`src/rtl/bin_div.sv`:
```
// Sequential restoring divider: 13-bit dividend by 7-bit divisor.
// One quotient bit per clock, MSB first, under a start/done handshake.
// A zero divisor completes one cycle after acceptance with an all-ones
// quotient, zero remainder and the div_by_zero flag raised.
module bin_div (
    input  logic        clk,
    input  logic        rst,
    input  logic        start,
    input  logic [12:0] dividend,
    input  logic [6:0]  divisor,
    output logic        busy,
    output logic        done,
    output logic [12:0] quotient,
    output logic [6:0]  remainder,
    output logic        div_by_zero
);

    typedef enum logic [1:0] {
        IDLE = 2'd0,
        RUN  = 2'd1,
        DONE = 2'd2
    } state_t;

    state_t      state_r, state_s;
    logic [12:0] d_r, d_s;         // dividend shift register, MSB consumed first
    logic [6:0]  v_r, v_s;         // latched divisor
    logic [7:0]  r_r, r_s;         // partial remainder, one bit wider than divisor
    logic [12:0] q_r, q_s;         // quotient shift register
    logic [3:0]  count_r, count_s;
    logic        busy_s, done_s, dz_s;
    logic [12:0] quot_s;
    logic [6:0]  rem_s;
    logic [7:0]  r_shift_s;
    logic [8:0]  step_s;

    // One restoring step: returns {quotient_bit, new_partial_remainder}.
    function automatic logic [8:0] restore_step(input logic [7:0] r_shift,
                                                input logic [6:0] v);
        logic [8:0] res;
        if (r_shift >= {1'b0, v}) begin
            res = {1'b1, r_shift - {1'b0, v}};
        end else begin
            res = {1'b0, r_shift};
        end
        return res;
    endfunction

    // Next-state, datapath and output decode; everything holds by default.
    always_comb begin
        state_s   = state_r;
        d_s       = d_r;
        v_s       = v_r;
        r_s       = r_r;
        q_s       = q_r;
        count_s   = count_r;
        busy_s    = busy;
        done_s    = done;
        dz_s      = div_by_zero;
        quot_s    = quotient;
        rem_s     = remainder;
        r_shift_s = {r_r[6:0], d_r[12]};
        step_s    = restore_step(r_shift_s, v_r);
        case (state_r)
            IDLE, DONE: begin
                if (start) begin
                    state_s = RUN;
                    d_s     = dividend;
                    v_s     = divisor;
                    r_s     = 8'd0;
                    q_s     = 13'd0;
                    count_s = 4'd0;
                    busy_s  = 1'b1;
                    done_s  = 1'b0;
                    dz_s    = 1'b0;
                end else begin
                    state_s = state_r;
                end
            end
            RUN: begin
                if (v_r == 7'd0) begin
                    state_s = DONE;
                    busy_s  = 1'b0;
                    done_s  = 1'b1;
                    dz_s    = 1'b1;
                    quot_s  = 13'h1FFF;
                    rem_s   = 7'd0;
                end else begin
                    d_s     = {d_r[11:0], 1'b0};
                    r_s     = step_s[7:0];
                    q_s     = {q_r[11:0], step_s[8]};
                    count_s = count_r + 4'd1;
                    if (count_r == 4'd12) begin
                        state_s = DONE;
                        busy_s  = 1'b0;
                        done_s  = 1'b1;
                        quot_s  = {q_r[11:0], step_s[8]};
                        rem_s   = step_s[6:0];
                    end else begin
                        state_s = RUN;
                    end
                end
            end
            default: begin
                state_s = IDLE;
                busy_s  = 1'b0;
                done_s  = 1'b0;
            end
        endcase
    end

    // State register with asynchronous abort.
    always_ff @(posedge clk or posedge rst) begin
        if (rst) begin
            state_r <= IDLE;
        end else begin
            state_r <= state_s;
        end
    end

    // Datapath and registered outputs; reset clears any partial result.
    always_ff @(posedge clk or posedge rst) begin
        if (rst) begin
            d_r         <= 13'd0;
            v_r         <= 7'd0;
            r_r         <= 8'd0;
            q_r         <= 13'd0;
            count_r     <= 4'd0;
            busy        <= 1'b0;
            done        <= 1'b0;
            div_by_zero <= 1'b0;
            quotient    <= 13'd0;
            remainder   <= 7'd0;
        end else begin
            d_r         <= d_s;
            v_r         <= v_s;
            r_r         <= r_s;
            q_r         <= q_s;
            count_r     <= count_s;
            busy        <= busy_s;
            done        <= done_s;
            div_by_zero <= dz_s;
            quotient    <= quot_s;
            remainder   <= rem_s;
        end
    end

endmodule

```
`config.mk`:
```
export PLATFORM = sky130hd
export DESIGN_NAME = bin_div
export DESIGN_NICKNAME = d
export VERILOG_FILES = /design/src/rtl/bin_div.sv
export SDC_FILE = /design/constraint.sdc
export NUM_CORES = 1
export LEC_CHECK = 0
export CORE_MARGIN = 2
export CORE_UTILIZATION = 49
export DETAILED_ROUTE_END_ITERATION = 6
export PLACE_DENSITY = 0.84
export SYNTH_ARGS = -nofsm -noshare
export SYNTH_HDL_FRONTEND = slang
export SYNTH_SLANG_ARGS = --single-unit
```
`constraint.sdc`:
```
create_clock -name clk -period 2.2 [get_ports clk]
set_input_delay 0.33 -clock clk [delete_from_list [all_inputs] [get_ports clk]]
set_output_delay 0.33 -clock clk [all_outputs]
set_load 0.02 [all_outputs]
```
==> results of run 1 <==
[metal layers]
layer  global-route usage [%]  share of wire, %  vias up
met1                    29.06                45     1220
met2                    33.26                48       93
li1                         -                 -     1221
met3                    3.540               4.6       21
met4                    12.76               2.9        0
met5                        0                 0        -
[per-stage QoR]
step	util (%)	cell area, sq um	setup slack, ns
2_1_floorplan	-	3149	-0.09844
3_3_place_gp	60.00	3766	-0.06092
3_5_place_dp	60.00	3766	-0.2001
4_1_cts	64.62	4056	-0.1121
5_1_grt	65.24	4095	-0.2828
6_report	65.24	4095	-0.1671
[worst paths after layout]
kind	startpoint	end	slack, ns
max	d_r[12]	r_r[5]	-0.17
min	rst	div_by_zero	0.34
max reg2reg	d_r[12]	r_r[5]	-0.17
min reg2reg	state_r[1]	state_r[1]	0.48
max in group asynchronous	rst	v_r[4]	1.29
min in group clk	state_r[1]	state_r[1]	0.48
[Yosys cell counts (2+ instances only)]
cell type / number / area [sq um]
nand2_1: 72 / 270.3
dfrtp_1: 68 / 1702
o21ai_0: 28 / 140.1
nand3_1: 20 / 100.1
inv_1: 17 / 63.81
a22o_1: 13 / 113.9
a22oi_1: 11 / 82.58
nor2_1: 11 / 41.29
a21oi_1: 9 / 45.04
clkbuf_1: 9 / 33.78
ha_1: 9 / 112.6
buf_6: 5 / 56.30
mux2i_1: 5 / 50.05
xor2_1: 4 / 35.03
nand2b_1: 3 / 18.77
nor2b_1: 3 / 18.77
nor3b_1: 3 / 22.52
or3_1: 3 / 18.77
and3_1: 2 / 12.51
buf_2: 2 / 10.01
o21a_1: 2 / 15.01
o21ai_2: 2 / 17.52
[critical path, delay by kind of cell (launching register included)]
kind                       cells  cell delay (ns)
AOI/OAI and AO/OA              5             1.12
adders and majority gates      2             0.51
DFF                            1             0.37
buffers and inverters          3             0.30
[sequential cells by signal, indices dropped and copies added (netlist names)]
name,count
d_r,13
done,1
quotient,13
state_r,2
div_by_zero,1
remainder,7
r_r,7
q_r,12
v_r,7
busy,1
count_r,4
[final cells by class]
| type | count | share of cell area, % |
|---|---|---|
| tap | 77 | 2.353 |
| timing repair buffer | 69 | 16.01 |
| sequential | 68 | 41.55 |
| clock inverter | 7 | 2.414 |
| clock buffer | 9 | 3.025 |
| inverter | 17 | 1.558 |
| multi-input combinational | 218 | 33.09 |
[logic make-up (layout without fill, tap and decap cells)]
family	Yosys count	after routing	share of synthesized area, %
compound gates	74	74	15.63
xor+xnor	4	4	1.113
fa+ha+maj	10	10	4.215
buf+inv	33	102	5.209
flops	68	68	54.08
mux	6	6	1.948
simple gates	124	124	17.81
[what timing repair did]
item,in CTS,in global routing
hold buffers,0,0
endpoints found under the hold margin,0,0
pin swaps,6,4
setup buffers,3,2
setup endpoints to repair,15,15
resized for setup,14,8
[where the power goes]
group	internal [W]	switching [W]
clock network	0.000643	0.000492
logic	0.00195	0.00220
registers	0.00184	0.000426
total	0.00443	0.00312
==> summary.md, run 1 <==
| Metric | Value |
|---|---|
| Status | `finished with violations` |
| Failing checks | `negative setup slack` |
| Post-synth net total | `352` |
| Endpoint class of the critical path | `register` |
| Tot Pwr | `0.007547 W` |
| Setup TNS | `-1.966 ns` |
| Post-synth EDFFs | `0` |
| Crit-path slowest cell | `a311o_1` |
| Clock buffer depth | `2` |
| Clock period minus worst slack | `2.367 ns` |
| WS Path Type | `register to register` |
| Slowest stage delay, CP | `about 0.4 ns` |
| GRT Total Usage | `21.61%` |
| Layout fillers | `approximately 500` |
| Mapped Cells | `319` |
| Nets | `about 420` |
| I/O pin cnt | `between 40 and 50` |
| Fraction of registers with async set/reset | `100.0%` |
| Worst hold-check path type | `input port to asynchronous set/reset pin` |
| CP arrival | `about 2.6 ns` |
| Clock Latency Late Sink | `0.35 ns` |
| # diodes | `0` |
| Crit path launch type | `register` |
| Placed wire-length estimate | `approximately 5000 um` |
| # setup viols final | `15` |
| Slew headroom | `roughly 65%` |
| Synth Area per Inst | `roughly 9.9 sq um` |
| Core Area | `about 0.0063 sq mm` |
| Total clock sinks | `slightly below 70` |
| Final hold slack | `about 0.34 ns` |
| Iteration-0 DRC Markers | `approximately 230` |
| Max Cap Viol | `0` |
| Layout cells sized above 1 | `15.46%` |
| Largest net degree at the start of global routing | `28` |
| ANT nets after route | `0` |
| Leading cell type in the layout, fill and taps excluded | `nand2_1` |
| Netlist cell types | `40` |
| Reg clk slew, reported paths | `roughly 0.07 ns` |
| Synthesis-to-layout area growth | `30.14%` |
| Site row count | `29` |
| Setup Skew | `a little over 0.009 ns` |
| Seq/Total Area, Yosys | `54.08%` |
| Port bufs | `45` |
| Vias in the first global route | `2563` |
| DRC violations left | `0` |
| Initial antenna violation count | `0` |
| Die area | `just over 0.007 sq mm` |
| RSZ-0062 raised after global routing | `yes` |
| Most used cell, CP | `inv_2` |
| Synth Register Bits | `around 70` |
| Crit-path max FO | `8` |
| Cell Chain, Critical Path | `inv_2, ha_4, inv_2, fa_2, a211oi_4, o211ai_1, a311o_1, buf_12, o21a_1, a21oi_2` |
| Sequential Area | `approximately 0.0017 sq mm` |
| Drt total wl | `between 7000 and 8000 um` |
| Commonest non-fill, non-tap cells in the layout | `nand2_1, dfrtp_1, clkdlybuf4s50_1, buf_4, nand3_1` |
| Vias per cell | `roughly 5.5` |
| Via count | `around 2600` |
| Tcrit/Tclk final | `107.6%` |
| Worst slew pin tran | `~0.53 ns` |
| Setup ws final | `-0.1671 ns` |
| Htree depth | `3` |
| Top_reg_cell synth | `dfrtp_1` |
| Slew Limit Fails | `0` |
| PD cells | `1843 mW/mm^2` |
| First-pass iteration count of the detailed router | `4` |
| Post-route insts no fill | `approximately 470` |
| Warnings, synthesis | `0` |
| Chip width | `roughly 84 um` |
| Leakage dissipation | `between 1.5 and 2 nW` |
| Post-Syn Area | `0.003147 sq mm` |
| Remaining Overflow, GRT | `0` |
| Post-Place Cells | `444` |
| Routed WL per cell | `15.52 um` |
| R2r worst-path depth | `10` |
| TritonCTS Buffers | `9` |
| Routability cong. | `0.8251` |
| Clock Tree Root | `clkbuf_8` |
| Multi-input logic area | `roughly 0.0014 sq mm` |
| Die H | `84.14 um` |
| VDD IR max | `0.7947 mV` |
| Final hold violation count | `0` |
| First-pass GRT wire length | `about 12000 um` |
| Worst EP required | `approximately 2.5 ns` |
| CTS tree | `yes` |
| Maximum clock rate | `about 420 MHz` |
| Initial core utilization | `50.13%` |
(Power assumes the default switching activity.)
==> inputs of run 2 (changes only) <==
--- a/config.mk
+++ b/config.mk
@@ -6,9 +6,10 @@
 export NUM_CORES = 1
 export LEC_CHECK = 0
 export CORE_MARGIN = 2
-export CORE_UTILIZATION = 49
+export CORE_UTILIZATION = 63
 export DETAILED_ROUTE_END_ITERATION = 6
-export PLACE_DENSITY = 0.84
+export DONT_BUFFER_PORTS = 1
+export PLACE_DENSITY = 0.87
 export SYNTH_ARGS = -nofsm -noshare
 export SYNTH_HDL_FRONTEND = slang
 export SYNTH_SLANG_ARGS = --single-unit
==> constraint.sdc (replaced) <==
create_clock -name clk -period 2.3 [get_ports clk]
set_input_delay 0.345 -clock clk [delete_from_list [all_inputs] [get_ports clk]]
set_output_delay 0.345 -clock clk [all_outputs]
set_load 0.02 [all_outputs]
==> summary.md, run 2 (synthesis gave the netlist of run 1 again) <==
| Metric | Value |
|---|---|
| Status | `finished with violations` |
| Failing checks | `negative setup slack` |
| RSZ-0062 raised after global routing | `yes` |
| Vias per cell | `a little over 6` |
| Commonest non-fill, non-tap cells in the layout | `nand2_1, dfrtp_1, nand3_1, o21ai_0, buf_4` |
| Clock Latency Late Sink | `between 0.3 and 0.4 ns` |
| Biggest registers after layout | `d_r x13, quotient x13, q_r x12` |
| DRC violations left | `0` |
| R2R setup slack | `-0.11 ns` |
| Clock period minus worst slack | `roughly 2.4 ns` |
| Layout cells sized above 1 | `between 10% and 20%` |
| Slowest stage delay, CP | `around 0.47 ns` |
| Die H | `roughly 75 um` |
| Setup ws final | `-0.1105 ns` |
| Post-route cell area | `between 0.003 and 0.004 sq mm` |
| Remaining Overflow, GRT | `0` |
| First-pass GRT wire length | `between 10000 and 15000 um` |
| Worst r2r dst | `r_r[4]` |
| Seq pwr share | `about a third` |
| Worst hold-check path type | `input port to register` |
| Drt total wl | `roughly 7300 um` |
| Final hold violation count | `0` |
| Max Cap Viol | `0` |
| CP arrival | `about 2.7 ns` |
| Slew Limit Fails | `0` |
| PD cells | `slightly below 2000 mW/mm^2` |
| Crit-path slowest cell | `a311o_2` |
| Crit-path max FO | `6` |
| ANT nets after route | `0` |
| Placed standard-cell area | `roughly 0.0033 sq mm` |
| CTS tree | `yes` |
| Die area | `0.005576 sq mm` |
| Crit path launch type | `register` |
| GRT Total Usage | `between 20% and 30%` |
| Clock buffer depth | `2` |
| Psw | `between 0.003 and 0.004 W` |
| # diodes | `0` |
| Port bufs | `0` |
| Combinational share of power | `47.9%` |
| Via count | `around 2500` |
| Placed wire-length estimate | `4491 um` |
| Reg clk slew, reported paths | `0.08 ns` |
| Setup Skew | `0.01075 ns` |
| Leading cell type in the layout, fill and taps excluded | `nand2_1` |
| Worst R2R Start | `d_r[12]` |
| Initial core utilization | `66.18%` |
| Final hold slack | `~0.12 ns` |
| Routed WL per cell | `18.10 um` |
| Clock Tree Root | `clkbuf_8` |
| Cell Chain, Critical Path | `inv_2, ha_4, inv_2, fa_2, a211oi_2, o211ai_1, a311o_2, buf_6, mux2i_4, o21ai_1` |
| Pre-CTS WS | `-0.08942 ns` |
| WS Path Type | `register to register` |
| Tcrit/Tclk final | `104.8%` |
| Core Area | `0.004755 sq mm` |
| Initial antenna violation count | `0` |
| First-pass iteration count of the detailed router | `5` |
| Worst slew pin tran | `approximately 0.80 ns` |
| I/O pin cnt | `46` |
| Clock power share | `~17%` |
| Nets | `~370` |
| Most used cell, CP | `inv_2` |
| Leakage dissipation | `1.706 nW` |
| Slew headroom | `between 40% and 50%` |
| Routability cong. | `around 0.89` |
| R2r worst-path depth | `10` |
| Chip width | `between 70 and 80 um` |
| Worst EP required | `approximately 2.6 ns` |
| # setup viols final | `13` |
| Vias in the first global route | `approximately 2500` |
| Hold_sp | `divisor[0]` |
| VDD IR max | `between 1 and 1.5 mV` |
| Switch share | `a little over two fifths` |
| Site row count | `25` |
| Largest net degree at the start of global routing | `30` |
| WHS Endpoint | `v_r[0]` |
| Hold Path Depth | `2` |
| Maximum clock rate | `around 410 MHz` |
| Pint | `between 0.003 and 0.004 W` |
| Endpoint class of the critical path | `register` |
| TritonCTS Buffers | `9` |
| Total clock sinks | `between 60 and 70` |
| Htree depth | `3` |
| Iteration-0 DRC Markers | `214` |
| Synthesis-to-layout area growth | `14.83%` |
[run 2: area by class of cell]
type / instances / area [sq um]
Tap cell: 67 / 83.83
Clock inverter: 7 / 122.6
Inverter: 17 / 63.81
Multi-Input combinational cell: 218 / 1365
Sequential cell: 68 / 1702
Fill cell: 313 / 1141
Clock buffer: 9 / 123.9
Timing Repair Buffer: 19 / 152.6
[run 2: worst max path at each step]
stage | from | endpoint | slack, ns | cells after the start
2_1_floorplan | d_r[12] | remainder[5] | -0.009 | 10
3_3_place_gp | d_r[12] | remainder[3] | 0.02 | 10
3_5_place_dp | d_r[12] | remainder[1] | -0.09 | 10
4_1_cts | d_r[12] | r_r[1] | -0.02 | 10
5_1_grt | d_r[12] | r_r[2] | -0.16 | 10
6_report | d_r[12] | r_r[4] | -0.11 | 10
[run 2: power by group through the flow]
stage	sequential, W	clock [W]	combinational, W
after floorplan	0.00226	0	0.00216
after global placement	0.00237	0	0.00257
after detailed placement	0.00239	0	0.00269
after CTS	0.00239	0.00121	0.00287
after global routing	0.00248	0.00126	0.00367
final	0.00242	0.00120	0.00332
[run 2: layer usage]
layer  track usage (%)  part of all wire [%]  up-vias  wire length, um
li1                  -                     -     1130                -
met1             36.91                    39     1195             2856
met2             42.77                    48      130             3538
met3             8.434                   9.4       27              686
met4             14.09                   3.4        0              249
met5                 0                     0        -                0
[run 2: what timing repair did]
action                                  in CTS  in global routing
hold buffers                                 1                  0
gates resized for setup                     15                 15
pin swaps                                    4                  2
setup buffers                                1                  1
endpoints found under the setup margin      14                 14
endpoints found under the hold margin       27                  0
[run 2: stage by stage]
stage	instances	util (%)	power, W	TNS (ns)
floorplan	319	-	0.004418	-0.008961
global placement	386	68.47	0.004940	0
detailed placement	386	68.47	0.005081	-0.7538
CTS	404	74.74	0.006471	-0.02256
global route	405	76.00	0.007422	-1.381
finish	405	76.00	0.006940	-0.4829
[run 2: worst max-delay path: cells and delay by family (launching register included)]
family / cells / cell delay, ns
multiplexers: 1 / 0.19
adder cells (fa/ha/maj): 2 / 0.48
AO/OA/AOI/OAI: 4 / 1.00
flip-flops: 1 / 0.38
buffers and inverters: 3 / 0.29
==> inputs of run 3 (changes only) <==
--- a/config.mk
+++ b/config.mk
@@ -9,6 +9,7 @@
 export CORE_UTILIZATION = 63
 export DETAILED_ROUTE_END_ITERATION = 6
 export DONT_BUFFER_PORTS = 1
+export MAX_ROUTING_LAYER = met4
 export PLACE_DENSITY = 0.87
 export SYNTH_ARGS = -nofsm -noshare
 export SYNTH_HDL_FRONTEND = slang
==> summary.md, run 3 (synthesis gave the netlist of run 1 again) <==
| Metric | Value |
|---|---|
| Status | `finished with violations` |
| Failing checks | `negative setup slack` |
| Post-Place Cells | `386` |
| Die area | `0.005576 sq mm` |
| Largest net degree at the start of global routing | `30` |
| First-pass GRT wire length | `around 11000 um` |
| Iteration-0 DRC Markers | `between 200 and 300` |
| Final Util | `around 76%` |
| Setup Skew | `about 0.0083 ns` |
| Port bufs | `0` |
| Grt peak-use layer | `met2` |
| PD cells | `about 1900 mW/mm^2` |
| DRC violations left | `0` |
| RSZ-0062 raised after global routing | `yes` |
| Setup ws final | `-0.1237 ns` |
| Cell Chain, Critical Path | `inv_2, ha_4, inv_2, fa_2, a211oi_2, o211ai_1, a311o_2, buf_12, mux2i_4, o21ai_1` |
| Post-route insts no fill | `around 410` |
| Die H | `74.68 um` |
| Htree depth | `3` |
| Hold Path Depth | `2` |
| M2 GR Usage | `between 40% and 50%` |
| Chip width | `around 75 um` |
| Core Area | `around 0.0048 sq mm` |
| Endpoint class of the critical path | `register` |
| Placed wire-length estimate | `4439 um` |
| Maximum clock rate | `approximately 410 MHz` |
| Leading cell type in the layout, fill and taps excluded | `nand2_1` |
| # diodes | `0` |
| Worst slew pin tran | `between 0.5 and 0.6 ns` |
| Crit path launch type | `register` |
| I/O pin cnt | `46` |
| First-pass iteration count of the detailed router | `5` |
| Max Cap Viol | `0` |
| Biggest registers after layout | `d_r x13, quotient x13, q_r x12` |
| Initial antenna violation count | `0` |
| Routed WL per cell | `roughly 17 um` |
| Final hold violation count | `0` |
| # setup viols final | `11` |
| Met1 Use GR | `about 40%` |
| Clock period minus worst slack | `2.424 ns` |
| Most used cell, CP | `inv_2` |
| Clock Latency Late Sink | `0.34 ns` |
| Slowest stage delay, CP | `0.44 ns` |
| R2r worst-path depth | `10` |
| GRT Total Usage | `around 29%` |
| Worst EP required | `2.55 ns` |
| Slew headroom | `~62%` |
| Leakage dissipation | `around 1.7 nW` |
| Remaining Overflow, GRT | `0` |
| Routability cong. | `approximately 0.99` |
| Crit-path slowest cell | `a311o_2` |
| Via count | `2435` |
| Total clock sinks | `between 60 and 70` |
| Tcrit/Tclk final | `105.4%` |
| Vias in the first global route | `around 2400` |
| Clock Tree Root | `clkbuf_8` |
| Layout cells sized above 1 | `16.81%` |
| Crit-path max FO | `6` |
| Site row count | `25` |
| Slew Limit Fails | `0` |
| Tot Pwr | `slightly below 0.007 W` |
| Clock buffer depth | `2` |
| CTS tree | `yes` |
| ANT nets after route | `0` |
| Vias per cell | `roughly 6` |
| Commonest non-fill, non-tap cells in the layout | `nand2_1, dfrtp_1, o21ai_0, nand3_1, buf_4` |
| Nets | `367` |
| Initial core utilization | `66.18%` |
| Drt total wl | `6876 um` |
| TritonCTS Buffers | `9` |
| Worst hold-check path type | `input port to register` |
| Met3 Track Usage GR | `between 7 and 8%` |
| VDD IR max | `roughly 0.80 mV` |
| CP arrival | `roughly 2.7 ns` |
| Reg clk slew, reported paths | `about 0.070 ns` |
| WS Path Type | `register to register` |
| Synthesis-to-layout area growth | `14.79%` |
run 3: changes by cell type in the layout (fill, tap and decap cells not counted), moves of 2 or more:
| cell | change |
|---|---|
| buf_4 | +2 |
| buf_6 | -2 |
| clkinv_4 | +2 |
| clkinvlp_4 | -2 |
| inv_6 | -2 |
| o21ai_0 | +2 |
run 3: worst max-delay path: cells and delay by family, from the launching register on:
family / cells / cell delay, ns
adders and majority gates: 2 / 0.48
DFF: 1 / 0.38
muxes: 1 / 0.18
AOI/OAI and AO/OA: 4 / 1.00
buffers and inverters: 3 / 0.29
run 3: timing repair:
| item | CTS | global route |
|---|---|---|
| buffers inserted | 1 | 2 |
| resized for setup | 14 | 10 |
| endpoints found under the hold margin | 27 | 0 |
| endpoints found under the setup margin | 13 | 15 |
| hold buffers | 1 | 0 |
| pin swaps | 3 | 4 |
run 3: layout make-up:
type	instances	area [sq um]
clock inverters	6	112.6
flip-flops and latches	68	1702
multi-input cells	218	1358
inverters	17	63.81
repair buffers	20	165.2
well taps	67	83.83
clock buffers	10	127.6
fillers	305	1142
run 3: worst paths after layout:
path | startpoint | to | slack, ns
worst max-delay path | d_r[12] | remainder[6] | -0.12
worst min-delay path | divisor[0] | v_r[0] | 0.13
worst max register to register | d_r[12] | remainder[6] | -0.12
worst min register to register | d_r[9] | d_r[9] | 0.48
max in group asynchronous | rst | v_r[4] | 1.09
min in group asynchronous | rst | quotient[5] | 0.51
run 3: metal layers:
layer  part of all wire [%]  vias up
li1                       -     1134
met1                     43     1180
met2                     47      107
met3                    7.4       14
met4                    1.7        0
met5                      0        -
run 3: per-stage QoR:
step / setup TNS (ns) / hold WS, ns / area [sq um] / setup WS (ns)
after floorplan: -0.008961 / 0.4399 / 3149 / -0.008961
after global placement: 0 / 0.3079 / 3268 / 0.01161
after detailed placement: -0.5936 / 0.3155 / 3268 / -0.1021
after CTS: -0.02565 / 0.1149 / 3568 / -0.01447
after global routing: -1.923 / 0.1214 / 3612 / -0.1813
final: -0.7757 / 0.1251 / 3612 / -0.1237
run 3: power by group:
| part | internal [W] | switching (W) | total, W |
|---|---|---|---|
| clock network | 0.000722 | 0.000449 | 0.00117 |
| registers | 0.00176 | 0.000653 | 0.00241 |
| logic | 0.00144 | 0.00180 | 0.00324 |
| total | 0.00392 | 0.00290 | 0.00682 |
==> edit 1, RTL diff (config.mk and constraints of run 3) <==
The 3 states of `state_t` get a one-hot encoding in 3 bits.
--- a/src/rtl/bin_div.sv
+++ b/src/rtl/bin_div.sv
@@ -15,10 +15,10 @@
     output logic        div_by_zero
 );
 
-    typedef enum logic [1:0] {
-        IDLE = 2'd0,
-        RUN  = 2'd1,
-        DONE = 2'd2
+    typedef enum logic [2:0] {
+        IDLE = 3'b001,
+        RUN  = 3'b010,
+        DONE = 3'b100
     } state_t;
 
     state_t      state_r, state_s;
Behaviour: same outputs for any inputs over 10 cycles, from zero or initial values and one cycle with rst high; not proved beyond that.
==> edit 1 against run 3 <==
  * The run still ends with setup timing left
  * Maximum frequency up 4.0%
  * Wire length fell by 3.2%
  * Area after synthesis is 2.7% higher
  * Critical path type unchanged
  * Cell area rose by 0.49%
  * Sequential cell count rose by 1
  * Global-route usage shrank 2.9 points
  * Clock power fell by 7%
  * Final cell count decreased by 2.7%
  * Worst setup slack improved by 0.094 ns
  * First-iteration DRC count down 8.1%
  * Power down 17%
==> edit 1: results (changes against run 3) <==
Top delay family on crit path -> adder cells (was compound AO/OA/AOI/OAI gates)
register area share after synthesis -> 53.4% (was 54.1%)
failing checks -> setup timing (unchanged)
Iter 0 DRT Violations -> 239 (was 260)
Synth area leaders -> dfrtp_1 53%, nand2_1 5.7%, o21ai_0 5.0%, ha_1 3.5%, a221o_1 3.4% (was dfrtp_1 54%, nand2_1 8.6%, o21ai_0 4.5%, a22o_1 3.6%, ha_1 3.6%)
mux cell area share after synthesis -> 2.17% (was 1.95%)
via count -> 2426 (was 2435)
CP max-delay cell -> fa_2 (was a311o_2)
post-layout net count -> 353 (was 367)
Slew @ Worst Pin -> 0.992 ns (was 0.562 ns)
xor/xnor cell area share of the yosys netlist -> 1.08% (was 1.11%)
share of cells above drive strength 1 -> 14.5% (was 16.8%)
Final Skew -> 0.00943 ns (was 0.00832 ns)
gr usage total -> 25.8% (was 28.7%)
Leakage -> 0.00168 uW (was 0.00171 uW)
Synth Area in Compound Gates -> 19.3% (was 15.6%)
DRT Pass-1 Iters -> 5 (unchanged)
Final Worst Setup Slack -> -0.0298 ns (was -0.124 ns)
final number of setup-violating endpoints -> 3 (was 11)
count of cell types in the netlist -> 46 (was 40)
status -> finished, violations left (unchanged)
Placer Congestion -> 0.851 (was 0.992)
drt total wl -> 6.65 mm (was 6.88 mm)
FILL cells -> 364 (was 305)
pin count of the biggest net entering global routing -> 43 (was 30)
switch share -> 40.4% (was 42.5%)
first-pass GRT wire length -> 10.5 mm (was 11.5 mm)
post-synthesis adder-cell area fraction -> 4.10% (was 4.21%)
Worst VDD drop -> 0.883 mV (was 0.798 mV)
worst hold slack -> 0.0697 ns (was 0.125 ns)
commonest cells in the netlist -> 68 x dfrtp_1, 49 x nand2_1, 32 x o21ai_0 (was 72 x nand2_1, 68 x dfrtp_1, 28 x o21ai_0)
hpwl dp -> 4.58 mm (was 4.44 mm)
## edit 1: metal layers
layer | share of wire [%] | track usage (%) | vias to the layer above
li1 | - | - | 1124
met1 | 45 | 35.3 | 1201
met2 | 45 | 36.7 | 88
met3 | 7.0 | 7.14 | 13
met4 | 2.0 | 10.5 | 0
met5 | 0 | - | -
## edit 1: metrics by stage
| step | worst slack, ns | power, uW | instance area, sq um | std cells |
|---|---|---|---|---|
| 2_1_floorplan | 0.0649 | 3730 | 3230 | 311 |
| 3_5_place_dp | 0.0671 | 4270 | 3330 | 376 |
| 6_report | -0.0298 | 5690 | 3630 | 395 |
| 3_3_place_gp | 0.155 | 4170 | 3330 | 376 |
| 5_1_grt | -0.143 | 6080 | 3630 | 395 |
| 4_1_cts | 0.0473 | 5350 | 3560 | 393 |
## edit 1: final timing paths
path,startpoint,cells past startpoint,endpoint
setup / recovery,d_r[12],10,remainder[0]
hold / removal,start,1,state_r[2]
min in group asynchronous,rst,2,quotient[0]
setup reg to reg,d_r[12],10,remainder[0]
hold reg to reg,d_r[1],2,d_r[2]
max in group asynchronous,rst,3,state_r[0]
## edit 1: timing repair
item | CTS | global route
gates resized for setup | 0 | 19
buffers inserted | 0 | 2
endpoints found under the hold margin | 27 | 0
hold buffers | 1 | 0
endpoints found under the setup margin | 0 | 12
## edit 1: layout make-up
type,count,area [sq um],share of cell area [%]
multi-input combinational,198,1360,37.4
timing repair buffer,13,125,3.45
tap,70,87.6,2.41
clock inverter,7,98.8,2.72
inverter,29,109,3.00
sequential,69,1730,47.6
clock buffer,9,124,3.41
## edit 1: power by group through the flow
stage               Combinational, uW  Sequential, uW  Clock [uW]
CTS                              2220            2040        1100
finish                           2550            2050        1090
detailed placement               2210            2060           0
global placement                 2120            2040           0
global route                     2810            2110        1160
floorplan                        1760            1970           0
==> edit 2, RTL diff (config.mk and constraints of run 3) <==
Without the edit above. Register the inputs `start`, `dividend` and `divisor` before use. The logic sees them one clock later. Comments in the files are not updated.
--- a/src/rtl/bin_div.sv
+++ b/src/rtl/bin_div.sv
@@ -20,6 +20,16 @@
         RUN  = 2'd1,
         DONE = 2'd2
     } state_t;
+
+    logic start_q;
+    logic [12:0] dividend_q;
+    logic [6:0] divisor_q;
+
+    always_ff @(posedge clk) begin
+        start_q    <= start;
+        dividend_q <= dividend;
+        divisor_q  <= divisor;
+    end
 
     state_t      state_r, state_s;
     logic [12:0] d_r, d_s;         // dividend shift register, MSB consumed first
@@ -62,10 +72,10 @@
         step_s    = restore_step(r_shift_s, v_r);
         case (state_r)
             IDLE, DONE: begin
-                if (start) begin
+                if (start_q) begin
                     state_s = RUN;
-                    d_s     = dividend;
-                    v_s     = divisor;
+                    d_s     = dividend_q;
+                    v_s     = divisor_q;
                     r_s     = 8'd0;
                     q_s     = 13'd0;
                     count_s = 4'd0;
Behaviour: not the same (a bounded check fails within 4 cycles, from zero or initial values and one cycle with rst high).
==> edit 2 against run 3 <==
  * Sequential cell count up 21
  * Global-route usage shrank 4.1 points
  * Worst setup slack better by 0.21 ns
  * Wire length is 7.3% higher
  * Count of clock-buffer cells in the layout shrank 1
  * Area after synthesis is 17% higher
  * Cell area rose by 16%
  * Power grew 4.2%
  * Synthesized cell count grew 11%
  * Core utilization fell by 1.1 points
  * Critical path type unchanged
  * Final cell count grew 12%
  * Critical path depth unchanged
==> edit 2: results (changes against run 3) <==
Top delay family on crit path -> adder cells (was compound AO/OA/AOI/OAI gates)
Hold Fails Final Rpt -> 0 (unchanged)
H-Tree Depth -> 3 (unchanged)
register area share after synthesis -> 57.6% (was 54.1%)
Placed Instances -> 422 (was 386)
syn nets -> 387 (was 352)
Vias per Instance -> 5.94 (was 6.00)
final number of setup-violating endpoints -> 0 (was 11)
buffers added on ports -> 0 (unchanged)
Root Buffer -> clkbuf_8 (unchanged)
Clk pin slew, worst setup/hold paths -> 0.09 ns (was 0.07 ns)
P_sw -> 2980 uW (was 2900 uW)
clk_lat worst skew -> 0.35 ns
post-layout net count -> 411 (was 367)
ys flop type -> dfrtp_1 (unchanged)
commonest non-fill, non-tap cell in the layout -> nand2_1 (unchanged)
via count -> 2702 (was 2435)
worst-case reg-to-reg path depth -> 10 (unchanged)
YS warnings -> 0 (unchanged)
Hold WC Path Type -> in -> async (was in -> reg)
min Tclk post-route -> 2.21 ns (was 2.42 ns)
top flop regs -> d_r: 13 flops, dividend_q: 13 flops, quotient: 13 flops (was d_r: 13 flops, quotient: 13 flops, q_r: 12 flops)
Inserted Diodes -> 0 (unchanged)
Slew headroom -> 47.8% (was 62.5%)
CTS max path bufs -> 2 (unchanged)
antenna violations before repair -> 0 (unchanged)
commonest cells in the netlist -> 74 x nand2_1, 68 x dfrtp_1, 21 x dfxtp_1 (was 72 x nand2_1, 68 x dfrtp_1, 28 x o21ai_0)
gr usage total -> 24.6% (was 28.7%)
Mapped Cells -> 354 (was 319)
Async S/R FF share, synth -> 76.4% (was 100%)
share of cells above drive strength 1 -> 12.8% (was 16.8%)
Synth area leaders -> dfrtp_1 46%, dfxtp_1 11%, nand2_1 7.5%, ha_1 3.1%, a22o_1 2.9% (was dfrtp_1 54%, nand2_1 8.6%, o21ai_0 4.5%, a22o_1 3.6%, ha_1 3.6%)
Final Skew -> 0.00946 ns (was 0.00832 ns)
Critical Path Fanout Max -> 3 (was 6)
count of cell types in the netlist -> 51 (was 40)
Placer Congestion -> 0.906 (was 0.992)
first-pass GRT wire length -> 11.7 mm (was 11.5 mm)
Leakage -> 0.00193 uW (was 0.00171 uW)
Iter 0 DRT Violations -> 206 (was 260)
status -> finished, final reports clean (was finished, violations left)
Arrival @ worst endpoint -> 2.50 ns (was 2.67 ns)
hpwl dp -> 4.76 mm (was 4.44 mm)
DRT Pass-1 Iters -> 5 (unchanged)
vias in the first global route -> 2537 (was 2429)
pin count of the biggest net entering global routing -> 40 (was 30)
drt total wl -> 7.38 mm (was 6.88 mm)
Worst VDD drop -> 0.985 mV (was 0.798 mV)
Num CTS Buffers -> 9 (unchanged)
CP peak stage delay -> 0.39 ns (was 0.44 ns)
CP max-delay cell -> dfrtp_1 (was a311o_2)
## edit 2: through the flow
step / worst slack (ns) / hold slack (ns) / instance area, sq um / utilization, % / setup TNS, ns
floorplan: 0.121 / 0.373 / 3690 / - / 0
global route: -0.00545 / 0.00000938 / 4170 / 74.9 / -0.00545
finish: 0.0911 / 0.0102 / 4170 / 74.9 / 0
global placement: 0.154 / 0.373 / 3760 / 67.5 / 0
detailed placement: -0.00233 / 0.373 / 3760 / 67.5 / -0.00233
CTS: 0.00272 / 0.00109 / 4100 / 73.5 / 0
## edit 2: repair_timing
| action | 4_1_cts | 5_1_grt |
|---|---|---|
| setup endpoints to repair | 3 | 12 |
| hold endpoints to repair | 10 | 5 |
| pin swaps | 1 | 2 |
| gates resized for setup | 0 | 5 |
| hold buffers | 10 | 5 |
| buffers inserted | 1 | 1 |
## edit 2: worst reg2reg max path, stage by stage (launching register included)
cell     delay [ns]
dfrtp_1        0.39
inv_1          0.09
ha_1           0.17
inv_1          0.06
fa_2           0.35
and3_2         0.21
nor2_2         0.12
o211a_1        0.20
buf_4          0.14
mux2_4         0.31
o21ai_2        0.11
## edit 2: final cells by class
class                      count  area, sq um
fill                         364         1400
clock buffer                   9          124
multi-input combinational    233         1410
sequential                    89         2120
timing repair buffer          31          274
inverter                      14         52.6
tap                           72         90.1
clock inverter                 7          100
## edit 2: final timing paths
| kind | start | to | slack, ns |
|---|---|---|---|
| min reg2reg | divisor_q[1] | v_r[1] | 0.43 |
| max | d_r[12] | r_r[0] | 0.09 |
| min in group clk | dividend[10] | dividend_q[10] | 0.01 |
| max in group asynchronous | rst | v_r[2] | 1.57 |
| max reg2reg | d_r[12] | r_r[0] | 0.09 |
| min | rst | quotient[10] | 0.01 |
## edit 2: kinds of logic (layout without fill, tap and decap cells)
| group | after synthesis | in the layout | share of synthesized area (%) |
|---|---|---|---|
| buf+inv | 32 | 61 | 4.61 |
| simple gates | 139 | 139 | 17.6 |
| compound gates | 75 | 75 | 14.1 |
| flops | 89 | 89 | 57.5 |
| mux | 6 | 6 | 1.76 |
| xor+xnor | 3 | 3 | 0.713 |
| fa+ha+maj | 10 | 10 | 3.60 |
## edit 2: routing by layer
layer / vias to the layer above / part of all wire (%) / GRT usage, %
li1: 1273 / - / -
met1: 1310 / 43 / 30.9
met2: 106 / 48 / 39.3
met3: 13 / 6.8 / 5.96
met4: 0 / 1.5 / 8.47
met5: - / 0 / -
## edit 2: power by group through the flow
stage	Combinational, uW	Sequential, uW	Clock (uW)
after global routing	3470	2850	1280
after CTS	2990	2770	1210
after floorplan	2440	2670	0
after detailed placement	2930	2800	0
final	3130	2780	1200
after global placement	2820	2770	0
